===== config.mk =====
export PLATFORM = sky130hd
export DESIGN_NAME = npn_eval_seq
export DESIGN_NICKNAME = d
export VERILOG_FILES = /design/src/rtl/npn_eval_seq.sv
export SDC_FILE = /design/constraint.sdc
export NUM_CORES = 1
export LEC_CHECK = 0
export CORE_MARGIN = 8
export CORE_UTILIZATION = 25
export CTS_CLUSTER_DIAMETER = 30
export DETAILED_ROUTE_END_ITERATION = 16
export PLACE_DENSITY = 0.55
export SYNTH_ARGS = -nofsm -noshare
export SYNTH_HDL_FRONTEND = slang
export SYNTH_SLANG_ARGS = --single-unit

===== constraint.sdc =====
create_clock -name clk -period 3.72 [get_ports clk]
set_clock_uncertainty 0.15 [all_clocks]
set_input_delay 1.116 -clock clk [delete_from_list [all_inputs] [get_ports clk]]
set_output_delay 1.116 -clock clk [all_outputs]
set_load 0.01 [all_outputs]

===== src/rtl/npn_eval_seq.sv =====
// NPN-transformed truth-table scan of an external 4-input function unit: 16 operand loads, 1-cycle capture pipeline.
// Optional compare port set enabled by NPN_EVAL_CMP_EN (adds expect_tt input and match output).
module npn_eval_seq (
  input  logic        clk,
  input  logic        rst_n,
  input  logic        start,
  input  logic        abort,
  input  logic [3:0]  neg_mask,
  input  logic [7:0]  perm,
  input  logic        out_neg,
  output logic [3:0]  fu_x,
  input  logic        fu_y,
`ifdef NPN_EVAL_CMP_EN
  input  logic [15:0] expect_tt,
  output logic        match,
`endif
  output logic        busy,
  output logic        done,
  output logic [15:0] truth,
  output logic [4:0]  ones
);

  typedef enum logic [1:0] {IDLE = 2'd0, SCAN = 2'd1, DONE = 2'd2} state_t;

  state_t      state_q, state_d;
  logic [4:0]  idx_q, idx_d;
  logic [3:0]  neg_q, neg_d;
  logic [7:0]  perm_q, perm_d;
  logic        oneg_q, oneg_d;
  logic [3:0]  fu_x_q, fu_x_d;
  logic [15:0] truth_q, truth_d;
  logic [4:0]  ones_q, ones_d;
  logic        done_q, done_d;

  logic        accept;
  logic        loading;
  logic        capturing;
  logic [3:0]  idx_lo;
  logic [3:0]  cap_idx;
  logic [3:0]  fx_next;
  logic [4:0]  pop;

`ifdef NPN_EVAL_CMP_EN
  logic [15:0] expect_q, expect_d;
  logic        match_q, match_d;
`endif

  always_ff @(posedge clk or negedge rst_n) begin
    if (!rst_n) begin
      state_q <= IDLE;
    end else begin
      state_q <= state_d;
    end
  end

  // idx reaching 16 means the final capture happens on this edge.
  always_comb begin
    state_d = state_q;
    case (state_q)
      IDLE:    if (start) state_d = SCAN;
      SCAN:    if (abort) state_d = IDLE;
               else if (idx_q[4]) state_d = DONE;
      DONE:    state_d = IDLE;
      default: state_d = IDLE;
    endcase
  end

  always_comb begin
    busy = (state_q == SCAN);
    done = done_q;
  end

  assign accept    = (state_q == IDLE) && start;
  assign loading   = (state_q == SCAN) && !abort && !idx_q[4];
  assign capturing = (state_q == SCAN) && !abort && (idx_q != 5'd0);
  assign idx_lo    = idx_q[3:0];
  // Wraps to 15 when idx is 16, which is exactly the last capture slot.
  assign cap_idx   = idx_q[3:0] - 4'd1;

  always_comb begin
    fx_next = 4'h0;
    for (int i = 0; i < 4; i++) begin
      fx_next[i] = idx_lo[perm_q[2*i +: 2]] ^ neg_q[i];
    end
  end

  always_comb begin
    pop = 5'd0;
    for (int i = 0; i < 16; i++) begin
      pop = pop + {4'd0, truth_q[i]};
    end
  end

  always_comb begin
    idx_d   = idx_q;
    neg_d   = neg_q;
    perm_d  = perm_q;
    oneg_d  = oneg_q;
    fu_x_d  = fu_x_q;
    truth_d = truth_q;
    ones_d  = ones_q;
    done_d  = (state_q == DONE);
    if (accept) begin
      idx_d   = 5'd0;
      neg_d   = neg_mask;
      perm_d  = perm;
      oneg_d  = out_neg;
      truth_d = 16'h0000;
    end
    if (loading) begin
      fu_x_d = fx_next;
      idx_d  = idx_q + 5'd1;
    end
    if (capturing) begin
      truth_d[cap_idx] = fu_y ^ oneg_q;
    end
    if (state_q == DONE) begin
      ones_d = pop;
    end
  end

  always_ff @(posedge clk or negedge rst_n) begin
    if (!rst_n) begin
      idx_q   <= 5'd0;
      neg_q   <= 4'h0;
      perm_q  <= 8'h00;
      oneg_q  <= 1'b0;
      fu_x_q  <= 4'h0;
      truth_q <= 16'h0000;
      ones_q  <= 5'd0;
      done_q  <= 1'b0;
    end else begin
      idx_q   <= idx_d;
      neg_q   <= neg_d;
      perm_q  <= perm_d;
      oneg_q  <= oneg_d;
      fu_x_q  <= fu_x_d;
      truth_q <= truth_d;
      ones_q  <= ones_d;
      done_q  <= done_d;
    end
  end

  assign fu_x  = fu_x_q;
  assign truth = truth_q;
  assign ones  = ones_q;

`ifdef NPN_EVAL_CMP_EN
  always_comb begin
    expect_d = expect_q;
    match_d  = match_q;
    if (accept) begin
      expect_d = expect_tt;
      match_d  = 1'b0;
    end
    if (state_q == DONE) begin
      match_d = (truth_q == expect_q);
    end
  end

  always_ff @(posedge clk or negedge rst_n) begin
    if (!rst_n) begin
      expect_q <= 16'h0000;
      match_q  <= 1'b0;
    end else begin
      expect_q <= expect_d;
      match_q  <= match_d;
    end
  end

  assign match = match_q;
`endif

endmodule


After elaboration in Yosys (flattened, before gate mapping)
Cells that the tools add are included.
{"block": "word_totals", "rom_bits": 0, "ram_bits": 0, "output_inout_bits": 27, "latchBits": 0, "mem_count": 0, "register_bits": 46, "word_cells": 71}
{"block": "op_classes", "reduce_logical": 11, "multipliers": 0, "add_sub_neg": 17, "n_shift": 0, "n_lt_le_gt_ge": 6, "mux": 19, "div_mod_pow": 0, "n_eq_ne": 4, "bitwise": 5}
{"op": "$add 5x1->5", "count": 11}
{"op": "$mux 16", "count": 2}
{"op": "$bwmux 16", "count": 1}
{"op": "$lt 2x3->1 const B", "count": 4}
{"op": "$mux 5", "count": 2}
{"op": "$bmux 1 s2", "count": 4}
{"op": "$mux 2", "count": 3}
{"op": "$add 4x1->5", "count": 1}
{"op": "$add 5x1->5 const B", "count": 1}
{"op": "$logic_and 1x1->1", "count": 5}
{"op": "$lt 4x5->1 const B", "count": 1}
{"op": "$mux 1", "count": 5}
{"op": "$reduce_bool 5->1", "count": 1}
{"op": "$xor 1x1->1", "count": 5}
{"op": "$add 3x1->4", "count": 1}
{"op": "$demux 1 s4", "count": 1}
{"op": "$ge 4x1->1 const B", "count": 1}
{"op": "$pmux 2 s2", "count": 1}
{"op": "$sub 4x1->4 const B", "count": 1}
{"op": "$add 2x1->3", "count": 1}
{"op": "$ne 3x2->1 const B", "count": 1}
{"op": "$add 1x1->2", "count": 1}
{"op": "$eq 2x1->1 const B", "count": 1}
{"op": "$eq 2x2->1 const B", "count": 1}
{"op": "other kinds (5)", "count": 6}

Depth between registers and ports, before layout
{"block": "depth", "ltp_word": 15, "depth_mapped": 13, "ltp_nobuf": 13}

Least setup slack after synthesis
No wires, ideal clock.
{"block": "synth_path", "kind": "reg2reg", "from": "register truth_q[0], in the netlist truth[0]", "to": "register ones_q[3], in the netlist ones[3]", "path_stages_with_launch": 12, "arrival_ns": 3.357, "slack_ns": 0.088, "path_cell_list": "dfrtp_1 inv_1 fa_1 fa_1 fa_1 fa_1 inv_1 ha_1 a21o_1 a21oi_1 xnor2_1 mux2_2"}
{"block": "synth_between", "elab_chain_len": 15}
{"item": "from (decl)", "line": "31", "rtl": "logic [15:0] truth_q, truth_d;"}
{"item": "from (signal assigned)", "line": "138", "rtl": "truth_q <= truth_d;"}
{"item": "$add 1x1->2", "line": "90", "rtl": "pop = pop + {4'd0, truth_q[i]};"}
{"item": "$add 2x1->3", "line": "90"}
{"item": "$add 3x1->4", "line": "90"}
{"item": "$add 4x1->5", "line": "90"}
{"item": "$add 5x1->5 (11 in a row)", "line": "90"}
{"item": "to (signal assigned)", "line": "139", "rtl": "ones_q <= ones_d;"}
{"item": "to (decl)", "line": "32", "rtl": "logic [4:0] ones_q, ones_d;"}
Every way passes these cells.
A chain may end at the register's enable or synchronous reset.

Worst setup path after layout
{"block": "layout_path", "from": "register truth_q[5], in the netlist truth[5]", "to": "register ones_q[1], in the netlist ones[1]"}
{"block": "layout_between", "elab_chain_len": 11}
{"item": "$add 5x1->5 (11 in a row)", "line": "90"}
{"item": "named net pop[1]", "line": "41", "rtl": "logic [4:0] pop;"}
The timed path passes the listed nets, and every way through them passes these cells.

==> impl_metrics.env <==
export IMPL_status="completed"
export IMPL_die_height_um=117
export IMPL_final_common_cell="dfrtp_1"
export IMPL_period_share_pct=96.8
export IMPL_hold_path_class="reg2reg"
export IMPL_cpMostUsedCell="fa_1"
export IMPL_syn_inst=231
export IMPL_clockBufferDepth=2
export IMPL_post_drt_wl_per_cell_um=14.1
export IMPL_cp_required_ps=3770
export IMPL_final_antenna_net_count=0
export IMPL_synth_area_um2=2560
export IMPL_grt_overflow=0
export IMPL_reg2reg_depth=9
export IMPL_grt_max_degree=47
export IMPL_crit_family="adder cells"
export IMPL_syn_num_nets=269
export IMPL_reg2reg_from="truth[5]$_DFF_PN0_"
export IMPL_grt_pass1_vias=1839
export IMPL_cts_made_buffers=5
export IMPL_vias=1806
export IMPL_grt_use_total_pct=8.90
export IMPL_finalSetupViolCount=0
export IMPL_path_class="reg2reg"
export IMPL_slew_headroom_pct=28.8
export IMPL_design_area_um2=3270
export IMPL_clk_pin_slew_ps=90
export IMPL_grt_pass1_wl_um=9470
export IMPL_portBuffers=44
export IMPL_fin_crit_ps=3600
export IMPL_pin_count=45
export IMPL_num_nets_final=313
export IMPL_maxCapViolCount=0
export IMPL_core_region_area_um2=10100
export IMPL_powerDensity_nw_per_um2=460
export IMPL_arrival_ps=3650
export IMPL_slowest_delay_ps=570
export IMPL_min_from="fu_x[1]$_DFFE_PN0P_"
export IMPL_critPathSlowestCell="fa_2"
export IMPL_worst_pin_slew_ps=1070
export IMPL_grt_antenna_before_repair=0
export IMPL_initial_core_util_pct=25.3
export IMPL_finalWirelength_um=5810
export IMPL_postCtsHoldBufs=0
export IMPL_area_delta_synth_final_pct=27.4
export IMPL_dieArea_um2=13800
export IMPL_cts_tree="done"
export IMPL_ys_ff_latch=46
export IMPL_r2r_end="ones[1]$_DFFE_PN0P_"
export IMPL_first_iter_violations=63
export IMPL_cts_root_buf="clkbuf_8"
export IMPL_cts_max_level=2
export IMPL_grt_setup_unrepaired="false"
export IMPL_finalWeightedCongestion=0.775
export IMPL_vias_per_cell=4.38
export IMPL_cp_num_buf_inv=2
export IMPL_synthDistinctLibCells=35
export IMPL_clk_latency_ps=300
export IMPL_crit_path_end_kind="flop"
export IMPL_tns_ps=0
export IMPL_drcViolationCount=0
export IMPL_worstPathMaxFanout=2
export IMPL_peakVddDrop_v=0.000243
export IMPL_rrSetupSlack_ps=120
export IMPL_place_area_um2=3150
export IMPL_avgSynthCellArea_um2=11.1
export IMPL_most_common_layout_cells="dfrtp_1 (46), clkdlybuf4s50_1 (43), inv_1 (28), o21ai_0 (19), mux2_2 (16)"
export IMPL_ys_seq_area_share_pct=44.9
export IMPL_die_x_um=117
export IMPL_drive_gt1_share_pct=15.2
export IMPL_worstHoldEndpoint="fu_x[1]$_DFFE_PN0P_"
export IMPL_slew_viol_final=0
export IMPL_cts_sinks=46
export IMPL_startpoint_type="flop"
export IMPL_hold_violations=0
export IMPL_hold_depth=2
export IMPL_fmax_mhz=278
export IMPL_drt_pass1_iterations=4
export IMPL_ys_warn_count=0
export IMPL_leakage_nw=1.34
export IMPL_row_count=37
export IMPL_cp_cell_sequence="inv_1, fa_1, fa_1, fa_2, fa_1, inv_1, ha_1, fa_2, mux2_2"
export IMPL_diodes=0
export IMPL_dp_hpwl_um=4330
worst max-delay path by stage:
stage	to	start	slack, ps	cells after the start
finish	ones[1]$_DFFE_PN0P_	truth[5]$_DFF_PN0_	120	9
floorplan	ones[3]$_DFFE_PN0P_	truth[0]$_DFF_PN0_	90	11
CTS	ones[3]$_DFFE_PN0P_	truth[7]$_DFF_PN0_	10	11
global placement	ones[3]$_DFFE_PN0P_	truth[5]$_DFF_PN0_	70	11
detailed placement	ones[3]$_DFFE_PN0P_	truth[7]$_DFF_PN0_	10	11
global route	ones[1]$_DFFE_PN0P_	truth[1]$_DFF_PN0_	5	9
per-layer routing:
layer  share of wire [%]  global-route usage, %  up-vias  wire (um)
li1                    -                      -      887          -
met1                  47                   11.4      878       2730
met4                0.60                   2.13        0         35
met5                   0                      0        -          0
met2                  46                   14.0       37       2680
met3                 6.1                   3.18        4        357
synthesized netlist by cell type (all sizes together):
cell type	count	share of area, %
mux2	16	7.0
nor2	5	1.0
o32ai	6	2.0
mux4	4	3.5
nor3b	1	0.73
o41ai	1	0.34
xnor2	8	2.7
nand2b	3	0.73
buf	5	0.98
inv	29	4.2
o22ai	1	0.24
or2	1	0.24
o31ai	7	2.0
dfrtp	46	45
o21ai	21	4.1
fa	10	7.8
a21oi	6	1.2
clkbuf	6	0.88
nor2b	5	1.2
nand2	16	2.6
ha	10	4.9
a32oi	1	0.34
and3	1	0.24
nand3	6	1.2
or3	1	0.24
o211ai	7	2.0
nor3	1	0.19
nand4	3	0.73
a21o	1	0.29
and2	1	0.24
a21boi	1	0.73
a22oi	1	0.29
metrics by stage:
stage / total power [mW] / utilization, % / std cells / setup WS, ps / hold slack (ps)
6_report: 1.50 / 32.2 / 412 / 117 / 339
5_1_grt: 1.61 / 32.2 / 412 / 4.91 / 380
4_1_cts: 1.52 / 32.1 / 411 / 11.2 / 353
3_5_place_dp: 1.14 / 31.0 / 403 / 13.9 / 334
3_3_place_gp: 1.13 / 31.0 / 403 / 67.9 / 328
2_1_floorplan: 0.959 / - / 231 / 88.0 / 338
power breakdown:
part	total (mW)	internal (mW)	leakage [nW]	switching (mW)
clock	0.370	0.201	0.0524	0.169
sequential	0.644	0.570	0.602	0.0730
combinational	0.489	0.236	0.681	0.253
total	1.50	1.01	1.34	0.495
registers in the layout (all words and copies together) (netlist names):
name     flops
truth       16
fu_x         4
perm_q       8
done         1
idx_q        5
state_q      2
oneg_q       1
ones         5
neg_q        4
cell type report:
cell class	instances	area [um^2]
flip-flops and latches	46	1150
repair buffers	48	465
well taps	136	170
clock buffers	7	76.3
clock inverters	1	30.0
inverters	29	109
fillers	1032	6870
multi-input cells	145	1270
logic make-up (layout without fill, tap and decap cells):
logic type	Yosys count	in the layout	share of synthesized area [%]
xor+xnor	8	8	2.73
simple gates	44	44	9.42
compound gates	53	53	13.7
flops	46	46	44.9
fa+ha+maj	20	20	12.7
mux	20	20	10.5
buf+inv	40	85	6.10
worst reg2reg max path: cells and delay by family, from the launching register on:
family | cells | cell delay (ps)
buffers and inverters | 2 | 150
muxes | 1 | 260
adders and majority gates | 6 | 2580
DFF | 1 | 370
repair_timing:
item,4_1_cts,5_1_grt
resized for setup,0,4
buffers inserted,0,1
setup endpoints to repair,0,3
No activity file was read; power rests on OpenSTA's default activity.
